`src/rtl/fifo_wr_arbiter_pkg.sv`:
```
// Shared types and helpers for the FIFO write-port arbiter.
// Holds the arbiter state encoding and the index-width helper.
package fifo_arb_pkg;

  typedef enum logic {
    IDLE  = 1'b0,
    GRANT = 1'b1
  } arb_state_e;

  localparam int DEFAULT_MAX_BURST = 4;

  // An index into a single-entry set still needs one bit to exist as a signal.
  function automatic int idx_w(input int n);
    return (n > 1) ? $clog2(n) : 1;
  endfunction

endpackage

```
`src/rtl/fifo_wr_arbiter_if.sv`:
```
// Requester/FIFO-side signal bundle for the write-port arbiter.
// slave is the arbiter's view; master is the view of whatever drives it.
interface fifo_wr_arbiter_if
  import fifo_arb_pkg::*;
#(
  parameter int NUM_SRC    = 4,
  parameter int DATA_WIDTH = 8,
  parameter int SRC_W      = idx_w(NUM_SRC)
);

  logic [NUM_SRC-1:0]            i_src_valid;
  logic [NUM_SRC*DATA_WIDTH-1:0] i_src_data;
  logic [NUM_SRC-1:0]            o_src_ready;
  logic                          o_fifo_valid;
  logic [DATA_WIDTH-1:0]         o_fifo_data;
  logic                          i_fifo_ready;
  logic                          i_fifo_almostfull;
  logic [SRC_W-1:0]              o_grant;
  logic                          o_busy;

  modport slave (
    input  i_src_valid,
    input  i_src_data,
    input  i_fifo_ready,
    input  i_fifo_almostfull,
    output o_src_ready,
    output o_fifo_valid,
    output o_fifo_data,
    output o_grant,
    output o_busy
  );

  modport master (
    output i_src_valid,
    output i_src_data,
    output i_fifo_ready,
    output i_fifo_almostfull,
    input  o_src_ready,
    input  o_fifo_valid,
    input  o_fifo_data,
    input  o_grant,
    input  o_busy
  );

endinterface

```
`src/rtl/fifo_wr_arbiter_rr_pick.sv`:
```
// Rotating-priority selector: first requesting index at or above the
// pointer, wrapping modulo N. Purely combinational.
module rr_pick
  import fifo_arb_pkg::*;
#(
  parameter int N  = 4,
  parameter int IW = idx_w(N)
) (
  input  logic [N-1:0]  i_req,
  input  logic [IW-1:0] i_ptr,
  output logic [IW-1:0] o_idx,
  output logic          o_found
);

  // Scan offsets from farthest to nearest so the nearest hit wins.
  always_comb begin : pick_scan
    int            w_k;
    logic [IW-1:0] w_kk;
    o_found = 1'b0;
    o_idx   = '0;
    w_k     = 0;
    w_kk    = '0;
    for (int off = N - 1; off >= 0; off--) begin
      w_k = int'(i_ptr) + off;
      if (w_k >= N) begin
        w_k = w_k - N;
      end
      w_kk = IW'(w_k);
      if (i_req[w_kk]) begin
        o_found = 1'b1;
        o_idx   = w_kk;
      end
    end
  end

endmodule

```
`src/rtl/fifo_wr_arbiter.sv`:
```
// Round-robin, burst-limited arbiter sharing one FIFO write port among
// NUM_SRC streaming requesters, throttled by the FIFO ready/almost-full flags.
module fifo_wr_arbiter
  import fifo_arb_pkg::*;
#(
  parameter int NUM_SRC    = 4,
  parameter int DATA_WIDTH = 8,
  parameter int MAX_BURST  = DEFAULT_MAX_BURST
) (
  input  logic              clk,
  input  logic              reset_n,
  fifo_wr_arbiter_if.slave  bus
);

  localparam int SRC_W = idx_w(NUM_SRC);
  localparam int CNT_W = $clog2(MAX_BURST + 1);

  arb_state_e        r_state;
  arb_state_e        w_state_next;
  logic [SRC_W-1:0]  r_grant;
  logic [SRC_W-1:0]  w_grant_next;
  logic [SRC_W-1:0]  r_rr_ptr;
  logic [SRC_W-1:0]  w_rr_ptr_next;
  logic [CNT_W-1:0]  r_beat_cnt;
  logic [CNT_W-1:0]  w_beat_cnt_next;

  logic [DATA_WIDTH-1:0] w_src_data [NUM_SRC];
  logic                  w_cur_valid;
  logic                  w_beat;
  logic                  w_last_beat;
  logic                  w_release;
  logic [SRC_W-1:0]      w_ptr_after;
  logic [SRC_W-1:0]      w_pick_ptr;
  logic [SRC_W-1:0]      w_pick_idx;
  logic                  w_pick_found;

  logic [NUM_SRC-1:0]    w_src_ready;
  logic                  w_fifo_valid;
  logic [DATA_WIDTH-1:0] w_fifo_data;
  logic                  w_busy;

  genvar gi;
  generate
    for (gi = 0; gi < NUM_SRC; gi++) begin : g_slice
      assign w_src_data[gi] = bus.i_src_data[gi*DATA_WIDTH +: DATA_WIDTH];
    end
  endgenerate

  assign w_cur_valid = bus.i_src_valid[r_grant];
  assign w_beat      = (r_state == GRANT) && w_cur_valid && bus.i_fifo_ready;
  assign w_last_beat = (r_beat_cnt == CNT_W'(MAX_BURST - 1));
  assign w_release   = (r_state == GRANT) &&
                       ((w_beat && (w_last_beat || bus.i_fifo_almostfull)) || !w_cur_valid);

  // Wrap at NUM_SRC-1 explicitly so non-power-of-two source counts stay in range.
  assign w_ptr_after = (r_grant == SRC_W'(NUM_SRC - 1)) ? '0 : r_grant + SRC_W'(1);
  assign w_pick_ptr  = (r_state == GRANT) ? w_ptr_after : r_rr_ptr;

  rr_pick #(
    .N  (NUM_SRC),
    .IW (SRC_W)
  ) u_rr_pick (
    .i_req   (bus.i_src_valid),
    .i_ptr   (w_pick_ptr),
    .o_idx   (w_pick_idx),
    .o_found (w_pick_found)
  );

  always_ff @(posedge clk or negedge reset_n) begin
    if (!reset_n) begin
      r_state    <= IDLE;
      r_grant    <= '0;
      r_rr_ptr   <= '0;
      r_beat_cnt <= '0;
    end else begin
      r_state    <= w_state_next;
      r_grant    <= w_grant_next;
      r_rr_ptr   <= w_rr_ptr_next;
      r_beat_cnt <= w_beat_cnt_next;
    end
  end

  always_comb begin
    w_state_next    = r_state;
    w_grant_next    = r_grant;
    w_rr_ptr_next   = r_rr_ptr;
    w_beat_cnt_next = r_beat_cnt;
    case (r_state)
      IDLE: begin
        if (w_pick_found) begin
          w_state_next    = GRANT;
          w_grant_next    = w_pick_idx;
          w_beat_cnt_next = '0;
        end
      end
      GRANT: begin
        if (w_release) begin
          // Hand over in the same cycle so back-to-back grants have no bubble.
          w_rr_ptr_next   = w_ptr_after;
          w_beat_cnt_next = '0;
          if (w_pick_found) begin
            w_grant_next = w_pick_idx;
          end else begin
            w_state_next = IDLE;
          end
        end else if (w_beat) begin
          w_beat_cnt_next = r_beat_cnt + CNT_W'(1);
        end
      end
      default: begin
        w_state_next = IDLE;
      end
    endcase
  end

  always_comb begin
    w_src_ready  = '0;
    w_fifo_valid = 1'b0;
    w_fifo_data  = '0;
    w_busy       = 1'b0;
    if (r_state == GRANT) begin
      w_fifo_valid         = w_cur_valid;
      w_fifo_data          = w_src_data[r_grant];
      w_src_ready[r_grant] = bus.i_fifo_ready;
      w_busy               = 1'b1;
    end
  end

  assign bus.o_src_ready  = w_src_ready;
  assign bus.o_fifo_valid = w_fifo_valid;
  assign bus.o_fifo_data  = w_fifo_data;
  assign bus.o_grant      = r_grant;
  assign bus.o_busy       = w_busy;

  // Requesters must hold valid and data steady until accepted.
  generate
    for (gi = 0; gi < NUM_SRC; gi++) begin : g_src_contract
      a_hold : assert property (@(posedge clk) disable iff (!reset_n)
        (bus.i_src_valid[gi] && !w_src_ready[gi]) |=>
          (bus.i_src_valid[gi] && $stable(w_src_data[gi])));
    end
  endgenerate

  a_ready_onehot : assert property (@(posedge clk) disable iff (!reset_n)
    $onehot0(w_src_ready));

endmodule
```
`src/flat_wrapper.sv`:
```
// flat-port wrapper written by rule: the top's interface ports become plain ports
module fifo_wr_arbiter_flat import fifo_arb_pkg::*;
#(
  parameter int NUM_SRC    = 4,
  parameter int DATA_WIDTH = 8,
  parameter int MAX_BURST  = DEFAULT_MAX_BURST
)
  (clk, reset_n, bus_i_src_valid, bus_i_src_data, bus_i_fifo_ready, bus_i_fifo_almostfull, bus_o_src_ready, bus_o_fifo_valid, bus_o_fifo_data, bus_o_grant, bus_o_busy);
  fifo_wr_arbiter_if #(.NUM_SRC(NUM_SRC), .DATA_WIDTH(DATA_WIDTH)) bus_i ();
  input  logic clk;
  input  logic reset_n;
  input wire logic [$bits(bus_i.i_src_valid)-1:0] bus_i_src_valid;
  input wire logic [$bits(bus_i.i_src_data)-1:0] bus_i_src_data;
  input wire logic [$bits(bus_i.i_fifo_ready)-1:0] bus_i_fifo_ready;
  input wire logic [$bits(bus_i.i_fifo_almostfull)-1:0] bus_i_fifo_almostfull;
  output wire logic [$bits(bus_i.o_src_ready)-1:0] bus_o_src_ready;
  output wire logic [$bits(bus_i.o_fifo_valid)-1:0] bus_o_fifo_valid;
  output wire logic [$bits(bus_i.o_fifo_data)-1:0] bus_o_fifo_data;
  output wire logic [$bits(bus_i.o_grant)-1:0] bus_o_grant;
  output wire logic [$bits(bus_i.o_busy)-1:0] bus_o_busy;
  assign bus_i.i_src_valid = bus_i_src_valid;
  assign bus_i.i_src_data = bus_i_src_data;
  assign bus_i.i_fifo_ready = bus_i_fifo_ready;
  assign bus_i.i_fifo_almostfull = bus_i_fifo_almostfull;
  assign bus_o_src_ready = bus_i.o_src_ready;
  assign bus_o_fifo_valid = bus_i.o_fifo_valid;
  assign bus_o_fifo_data = bus_i.o_fifo_data;
  assign bus_o_grant = bus_i.o_grant;
  assign bus_o_busy = bus_i.o_busy;
  fifo_wr_arbiter #(.NUM_SRC(NUM_SRC), .DATA_WIDTH(DATA_WIDTH), .MAX_BURST(MAX_BURST)) u_core (.clk(clk), .reset_n(reset_n), .bus(bus_i));
endmodule
```
`config.mk`:
```
export PLATFORM = sky130hd
export DESIGN_NAME = fifo_wr_arbiter_flat
export DESIGN_NICKNAME = d
export VERILOG_FILES = /design/src/rtl/fifo_wr_arbiter_pkg.sv /design/src/rtl/fifo_wr_arbiter_if.sv /design/src/rtl/fifo_wr_arbiter_rr_pick.sv /design/src/rtl/fifo_wr_arbiter.sv /design/src/flat_wrapper.sv
export SDC_FILE = /design/constraint.sdc
export NUM_CORES = 1
export LEC_CHECK = 0
export CORE_MARGIN = 2
export CORE_UTILIZATION = 35
export DETAILED_ROUTE_END_ITERATION = 10
export GPL_TIMING_DRIVEN = 1
export PLACE_DENSITY_LB_ADDON = 0.15
export SLEW_MARGIN = 0
export SYNTH_ARGS = -nofsm -noshare
export SYNTH_HDL_FRONTEND = slang
export SYNTH_SLANG_ARGS = --single-unit
```
`constraint.sdc`:
```
create_clock -name clk -period 4.1 [get_ports clk]
set_clock_uncertainty 0.15 [all_clocks]
set_input_delay 0.41 -clock clk [delete_from_list [all_inputs] [get_ports clk]]
set_output_delay 0.41 -clock clk [all_outputs]
set_load 0.03 [all_outputs]
```
# Word level (Yosys, flattened, before mapping)
# Cells that the tools add are included.
# word_totals
out_inout_bits	16
in_bits	40
regBits	8
wordCells	85
# op_classes
addsub	9
order_cmp	11
reduce_logical	10
eq_ne	5
n_mux	43
n_bitwise	3
# ops
op	count
$mux 2	12
$mux 8	3
$bmux 8 s2	1
$lt 2x3->1 const B	5
$mux 1	14
$ge 3x3->1 const B	4
$bmux 1 s2	5
$mux 3	3
$sub 2x1->2 const B	4
$add 2x2->3 const B	2
$pmux 3 s2	1
$logic_and 1x1->1	5
$and 4x4->4	1
$mux 4	1
$ne 2x2->1 const B	2
$pmux 2 s2	1
$reduce_and 2->1	2
$add 2x1->3 const B	1
$add 3x1->3 const B	1
$eq 3x2->1 const B	1
$ge 2x3->1 const B	1
$ne 3x3->1 const B	1
$not 2->3	1
$add 2x1->2 const B	1
7 further kinds	8

# Depth between registers and ports, before layout
# depth
depth_word	15
mapped_depth	8
depth_no_buf	6

# Modules after synthesis
# A second synthesis with hierarchy kept.
# hier_totals
hier_cells	79
area_unflattened_um2	839.6
# modules_own_cells
module	seq_area_each_um2	area_per_inst_um2	instances	cells_per_inst
fifo_wr_arbiter	200.2	762.0	1	66
rr_pick	0.0	77.6	1	13

# Least setup slack after synthesis
# Ideal clock, no wire load.
# synth_path
path_type	register to register
start	register u_core.r_grant[0] (netlist: u_core.bus.o_grant[0])
end	register u_core.r_grant[0] (netlist: u_core.bus.o_grant[0])
setup_time_ns	0.145
period_less_slack_ns	2.386
stages_incl_launch_ff	9
t_arrival_ns	2.091
path_buffers	2
required_ns	3.805
setup_slack_ns	1.714
cell_sequence	dfrtp_1 buf_6 buf_2 inv_1 ha_1 mux2i_1 a21boi_0 o21a_1 o41ai_2
# synth_between
elab_chain_cells	15
word_cells_on_any_way	47
cone_classes	8 x add/sub; 4 x order compare; 2 x eq/ne; 27 x mux; 6 x reduce/logical
# synth_lines
element	line_no	source
from (decl)	fifo_wr_arbiter.sv:20	logic [SRC_W-1:0] r_grant;
from (signal assigned)	fifo_wr_arbiter.sv:77	r_grant <= w_grant_next;
$add 2x1->2 or $eq 2x2->1 (tied branches)	fifo_wr_arbiter.sv:56	assign w_ptr_after = (r_grant == SRC_W'(NUM_SRC - 1)) ? '0 : r_grant + SRC_W'(1);
$mux 2 *	fifo_wr_arbiter.sv:56	
named net u_core.w_ptr_after[1]	fifo_wr_arbiter.sv:32	logic [SRC_W-1:0] w_ptr_after;
$mux 2 *	fifo_wr_arbiter.sv:57	assign w_pick_ptr = (r_state == GRANT) ? w_ptr_after : r_rr_ptr;
$add 2x2->3	fifo_wr_arbiter_rr_pick.sv:24	w_k = int'(i_ptr) + off;
$ge 3x3->1 or $sub 2x1->2 (tied branches)	fifo_wr_arbiter_rr_pick.sv:25, fifo_wr_arbiter_rr_pick.sv:26	
$mux 2	fifo_wr_arbiter_rr_pick.sv:25	if (w_k >= N) begin
$bmux 1 s2	fifo_wr_arbiter_rr_pick.sv:29	if (i_req[w_kk]) begin
$mux 1 (not written as such)	fifo_wr_arbiter_rr_pick.sv:29	
$mux 2 or $mux 1 (tied branches) (4 in series)	fifo_wr_arbiter_rr_pick.sv:29	
$mux 2 *	fifo_wr_arbiter.sv:90, fifo_wr_arbiter.sv:101	
$mux 2	fifo_wr_arbiter.sv:97	if (w_release) begin
$pmux 2 s2 *	fifo_wr_arbiter.sv:88	case (r_state)
# The timed path passes the listed nets; every way through them passes the cells marked *. The select of a mux whose other input is x is not followed.
# A chain may end at the register's enable or synchronous reset.

# Worst setup path in the final report
# layout_path
start	register u_core.r_grant[0] (netlist: u_core.bus.o_grant[0])
end	output bus_o_fifo_valid
# layout_between
elab_chain_cells	3
# layout_lines
element	line_no	source
$bmux 1 s2	fifo_wr_arbiter.sv:49	assign w_cur_valid = bus.i_src_valid[r_grant];
$mux 1 (not written as such)	fifo_wr_arbiter.sv:49	
$mux 1	fifo_wr_arbiter.sv:121	if (r_state == GRANT) begin
to (decl)	flat_wrapper.sv:17	output wire logic [$bits(bus_i.o_fifo_valid)-1:0] bus_o_fifo_valid;
# No other way between the ends. The select of a mux whose other input is x is not followed.

==> flow_metrics.env <==
export IMPL_status="completed"
export IMPL_clockBufferDepth=2
export IMPL_die_w_um=54.3
export IMPL_final_cell_area_sq_um=1460
export IMPL_critPathSlowestCell="dfrtp_1"
export IMPL_slew_headroom_pct=50.8
export IMPL_port_buffers=55
export IMPL_synth_xor_area_share_pct=0
export IMPL_clock_latency_ns=0.25
export IMPL_cp_num_buf_inv=1
export IMPL_synth_top_family_by_area="multiplexers"
export IMPL_critPathMaxStageDelay_ns=0.81
export IMPL_critPathRequiredTime_ns=3.54
export IMPL_synth_cell_types=28
export IMPL_placed_area_sq_um=1440
export IMPL_maxSlewViolCount=0
export IMPL_die_h_um=54.3
export IMPL_clk_pin_slew_ns=0.05
export IMPL_end_kind="primary output"
export IMPL_start_util_pct=36.4
export IMPL_worst_pin_slew_ns=0.738
export IMPL_synth_simple_gate_area_share_pct=17.2
export IMPL_antenna_found_initial=0
export IMPL_fin_util_pct=59.9
export IMPL_dp_hpwl_um=1960
export IMPL_track_usage_pct=16.4
export IMPL_rr_endpoint="u_core.bus.o_grant[0]$_DFFE_PN0P_"
export IMPL_synth_adder_area_share_pct=8.47
export IMPL_r2r_slack_ns=1.53
export IMPL_cts_resized=0
export IMPL_rsz0062_at_grt="no"
export IMPL_grt_overflow=0
export IMPL_fin_crit_sh_pct=73.4
export IMPL_grt_max_degree=24
export IMPL_worst_hold_slack_ns=0.287
export IMPL_place_inst=161
export IMPL_drive_above_1_share_pct=12.7
export IMPL_htreeDepth=1
export IMPL_setup_viol=0
export IMPL_synth_compound_area_share_pct=14.0
export IMPL_drc_errors=0
export IMPL_ff2ff_path_depth=6
export IMPL_worstSetupPathType="reg2out"
export IMPL_clockRootBuffer="clkbuf_4"
export IMPL_post_place_ws_ns=1.31
export IMPL_hold_viol=0
export IMPL_postCtsHoldBufs=0
export IMPL_num_nets_final=182
export IMPL_grt_pass1_wl_um=3410
export IMPL_clock_sinks=8
export IMPL_use_met3_pct=5.19
export IMPL_top_usage_layer="met2"
export IMPL_dr_pass1_iters=2
export IMPL_use_met2_pct=28.7
export IMPL_via_count=849
export IMPL_fin_crit_ns=3.01
export IMPL_crit_path_max_fanout=17
export IMPL_cap_violations=0
export IMPL_power_density_nw_per_um2=583
export IMPL_wl_per_cell_um=14.5
export IMPL_routed_via_density=5.18
export IMPL_synth_nets=128
export IMPL_vdd_drop_max_mv=0.361
export IMPL_ys_ff_latch=8
export IMPL_io_pins=56
export IMPL_core_area_sq_um=2430
export IMPL_cp_start_kind="flop"
export IMPL_muxShareOfSynthArea_pct=30.8
export IMPL_p_leak_nw=0.585
export IMPL_drt_initial_drc_count=14
export IMPL_crit_chain="mux4_2 > and2_1 > clkdlybuf4s50_1"
export IMPL_numCtsBuffers=3
export IMPL_antenna_left=0
export IMPL_arrival_ns=2.45
export IMPL_ys_seq_area_share_pct=22.6
export IMPL_antenna_cells=0
export IMPL_grt_pass1_vias=747
export IMPL_syn_area_per_cell_sq_um=10.8
export IMPL_cts_setup_buffers=0
export IMPL_die_area_sq_um=2950
export IMPL_cp_depth=3
export IMPL_fmax_mhz=332
export IMPL_area_delta_synth_final_pct=64.5
export IMPL_netlist_instances=82
export IMPL_synth_area_sq_um=886
export IMPL_cts_tree="built"
export IMPL_yosysWarningCount=0
export IMPL_setup_ws_ns=1.09
export IMPL_final_setup_tns_ns=0
export IMPL_p_total_uw=850
export IMPL_hold_path_class="in2async"
export IMPL_reg2reg_from="u_core.bus.o_grant[0]$_DFFE_PN0P_"
export IMPL_wirelength_um=2380
export IMPL_place_congestion=0.751
export IMPL_stdcell_count=164
export IMPL_path_delay_family="flip-flops"
export IMPL_grt_use_met1_pct=19.5
export IMPL_rows=18
cell type report:
cell class / instances / area [sq um]
multi-input cells: 62 / 624
flip-flops and latches: 8 / 200
inverters: 6 / 22.5
clock buffers: 3 / 22.5
repair buffers: 55 / 551
fillers: 221 / 975
well taps: 30 / 37.5
cells in the mapped netlist (all sizes together):
cell,instances,share of area (%)
and2,9,6.4
mux4,9,24
dfrtp,8,23
ha,6,8.5
inv,6,2.5
and3,5,4.1
mux2i,4,4.5
nor2,4,1.7
o21ai,4,2.7
a21boi,3,2.5
buf,3,3.1
clkbuf,3,1.3
nand2,3,1.3
o21a,3,2.5
mux2,2,2.5
o41ai,2,3.7
a2111oi,1,0.99
a21oi,1,0.56
nand2b,1,0.71
nand3b,1,0.85
nor3b,1,0.85
nor4,1,0.71
o2bb2ai,1,0.99
or2,1,0.71
per-layer routing:
layer,routed length [um],part of all wire (%),up-vias
li1,-,-,413
met1,913,38,410
met2,1300,55,24
met3,152,6.4,2
met4,14,0.59,0
met5,0,0,-
kinds of logic (layout without fill, tap and decap cells):
kind of cell / after synthesis / after routing
AO/OA/AOI/OAI: 15 / 15
adder cells (fa/ha/maj): 6 / 6
buffers and inverters: 12 / 64
flip-flops: 8 / 8
multiplexers: 15 / 15
AND/OR/NAND/NOR: 26 / 26
flip-flops by register name, indices dropped and copies added (netlist names):
name and flops:
u_core.r_rr_ptr 2, u_core.bus.o_grant 2, u_core.r_state 1, u_core.r_beat_cnt 3
worst max-delay path by stage:
| stage | from | endpoint |
|---|---|---|
| 2_1_floorplan | u_core.bus.o_grant[0]$_DFFE_PN0P_ | u_core.bus.o_grant[0]$_DFFE_PN0P_ |
| 3_3_place_gp | u_core.bus.o_grant[0]$_DFFE_PN0P_ | bus_o_fifo_valid |
| 3_5_place_dp | u_core.bus.o_grant[0]$_DFFE_PN0P_ | bus_o_fifo_valid |
| 4_1_cts | u_core.bus.o_grant[0]$_DFFE_PN0P_ | bus_o_fifo_valid |
| 5_1_grt | u_core.bus.o_grant[0]$_DFFE_PN0P_ | bus_o_fifo_valid |
| 6_report | u_core.bus.o_grant[0]$_DFFE_PN0P_ | bus_o_fifo_valid |
power by group:
part / internal [mW] / switching [mW]
Combinational: 0.331 / 0.285
Clock: 0.0333 / 0.0242
Sequential: 0.108 / 0.0675
placed cells by master, fill, tap and decap left out, types with 3 or more instances in the layout:
master | Yosys | layout
a21boi_0 | 3 | 3
and2_1 | 9 | 9
and3_1 | 4 | 4
clkbuf_4 | 0 | 3
clkdlybuf4s50_1 | 0 | 55
dfrtp_1 | 8 | 8
ha_1 | 6 | 6
inv_1 | 6 | 6
mux2i_1 | 4 | 4
mux4_2 | 7 | 7
nand2_1 | 3 | 3
nor2_1 | 4 | 4
o21a_1 | 3 | 3
o21ai_0 | 3 | 3
Note: power is estimated with default switching activity, not from simulation.
==> patch (same flow settings) <==
`NUM_SRC` is set to 4 in 3 places; all go to 8.
--- a/src/rtl/fifo_wr_arbiter_if.sv
+++ b/src/rtl/fifo_wr_arbiter_if.sv
@@ -5,3 +5,3 @@
 #(
-  parameter int NUM_SRC    = 4,
+  parameter int NUM_SRC    = 8,
   parameter int DATA_WIDTH = 8,
--- a/src/rtl/fifo_wr_arbiter.sv
+++ b/src/rtl/fifo_wr_arbiter.sv
@@ -5,3 +5,3 @@
 #(
-  parameter int NUM_SRC    = 4,
+  parameter int NUM_SRC    = 8,
   parameter int DATA_WIDTH = 8,
--- a/src/flat_wrapper.sv
+++ b/src/flat_wrapper.sv
@@ -3,3 +3,3 @@
 #(
-  parameter int NUM_SRC    = 4,
+  parameter int NUM_SRC    = 8,
   parameter int DATA_WIDTH = 8,
Interface: changed (resized bus_i_src_data, bus_i_src_valid, bus_o_grant and bus_o_src_ready); port bits go from 56 to 97. The function was not compared with the original's and may differ.
==> patch against the original RTL <==
Design area increased by 130%; synthesized cell count grew to 2.9 times the old value; power rose to 3.9 times the old value; maximum frequency is 16% lower; register-to-register slack lost 1.0 ns; clock power increased by 77%; area after synthesis rose to 2.5 times the old value; final cell count rose by 150%; worst setup slack got worse by 0.56 ns; sequential cell count up 2; routed wire length increased to 3.2 times the old value.
==> patch: results (changes against the original RTL) <==
status finished clean; worst slew pin tran 0.4920 ns (-0.2463 ns); vias post-DR 2340 (+180%); share of post-route cells with drive strength above 1 16.87% (+4.2 points); Post-layout nets 415 (+130%); overall fraction of global-route tracks in use 20.66% (+4.3 points); Min-Delay Path Class reg -> reg; global-route wire length before repair 11920 um (+250%); total number of yosys warnings 0 (unchanged); # port buffers 96 (+75%); first-pass detailed-route iteration total 4 (+2); worst slack at placement 0.5239 ns (-0.7870 ns); met2 Track Usage GR 34.99% (+6.3 points); initial antenna violation count 0 (unchanged); post-synth net total 322 (+150%); post-synthesis sequential area ratio 11.14% (-11 points); arrival time reported for the critical path endpoint 3.55 ns (+1.10 ns); mean cell area of the mapped netlist 9.319 sq um (-14%); Hold Path Cell Cnt 2; vias in the first global route 2230 (+200%); routed length per placed instance 18.35 um (+27%); routing usage on met1 28.35% (+8.9 points); met3 Track Usage GR 4.649% (-0.54 points); Critical Path Slowest Stage Cell dfrtp_1; clock buffers created by TritonCTS 3 (unchanged); clock-pin transition on the worst setup and hold timing paths 0.05 ns (about the same); count of placed standard cells including taps 406 (+150%); reported leakage power 1.315 nW (+120%); worst reg2reg path depth 13 (+7); violation count after the first detailed-route iteration 150 (+136); Max Buffers Root-to-Sink 2 (unchanged); maximum resistive drop on vdd 0.5412 mV (+50%); fraction of registers with async set or reset after synthesis 100.0% (unchanged); post-CTS sizing 0 (unchanged); HPWL after DPL 5929 um (+200%); leading register cell type out of synthesis dfrtp_1; clock root buffer clkbuf_8; Post-synth top cells 29 x mux2i_1, 26 x nand2_1, 22 x mux4_2, 14 x nor2_1; global placement routability congestion 0.8379 (+12%); delay of the slowest critical-path stage 0.61 ns (-0.20 ns); post-placement cell area 3281 sq um (+130%); post-DR vias/cell 5.721 (+11%); maximum number of pins on one net before global-route repair 27 (+13%); unique cell type count in the Yosys netlist 54 (+93%); crit-path max FO 11 (-6); cells taking the most area after synthesis mux4_2 22%, mux2i_1 13%, dfrtp_1 11%, nand2_1 4.3%, mux2_2 4.0%; H-tree depth 1 (unchanged); category of cells accounting for the largest share of critical-path delay adder cells; setup bufs post-CTS 0 (unchanged)
patch: cell types whose count changed after synthesis, moves of 6 or more:
cell,change
mux4_2,+15
mux2i_1,+25
nand3_1,+10
nor2_1,+10
nand2b_1,+7
and2_1,-7
nor3_1,+8
a21oi_1,+6
nand2_1,+23
mux2_2,+6
nor2b_1,+10
patch: final timing paths:
kind	from	end	slack, ns
min in group asynchronous	reset_n	u_core.r_beat_cnt[2]	0.37
max in group asynchronous	reset_n	u_core.bus.o_grant[1]	3.10
setup reg to reg	u_core.bus.o_grant[1]	u_core.r_beat_cnt[0]	0.53
setup / recovery	u_core.bus.o_grant[1]	u_core.r_beat_cnt[0]	0.53
hold / removal	u_core.r_beat_cnt[2]	u_core.r_beat_cnt[2]	0.33
hold reg to reg	u_core.r_beat_cnt[2]	u_core.r_beat_cnt[2]	0.33
patch: metal layers:
layer | vias up | wire length, um
met5 | - | 0
met4 | 0 | 17
met1 | 1125 | 3268
met3 | 2 | 639
li1 | 1113 | -
met2 | 100 | 3582
patch: report_power, final:
group | internal, W | switching (W) | total [W]
sequential | 0.000146 | 0.0000632 | 0.000210
combinational | 0.00137 | 0.00160 | 0.00297
clock | 0.0000643 | 0.0000382 | 0.000102
patch: logic make-up after synthesis:
logic type | after synthesis | share of synthesized area, %
compound gates | 48 | 15.60
xor+xnor | 5 | 2.619
fa+ha+maj | 5 | 2.786
buf+inv | 21 | 4.457
flops | 10 | 11.14
mux | 62 | 42.01
simple gates | 90 | 21.39
patch: area by class of cell:
type	count	area [sq um]
fill	580	2955
multi-input combinational	210	1896
timing repair buffer	103	1013
sequential	10	250.2
tap	77	96.34
clock buffer	3	41.29
inverter	6	25.02
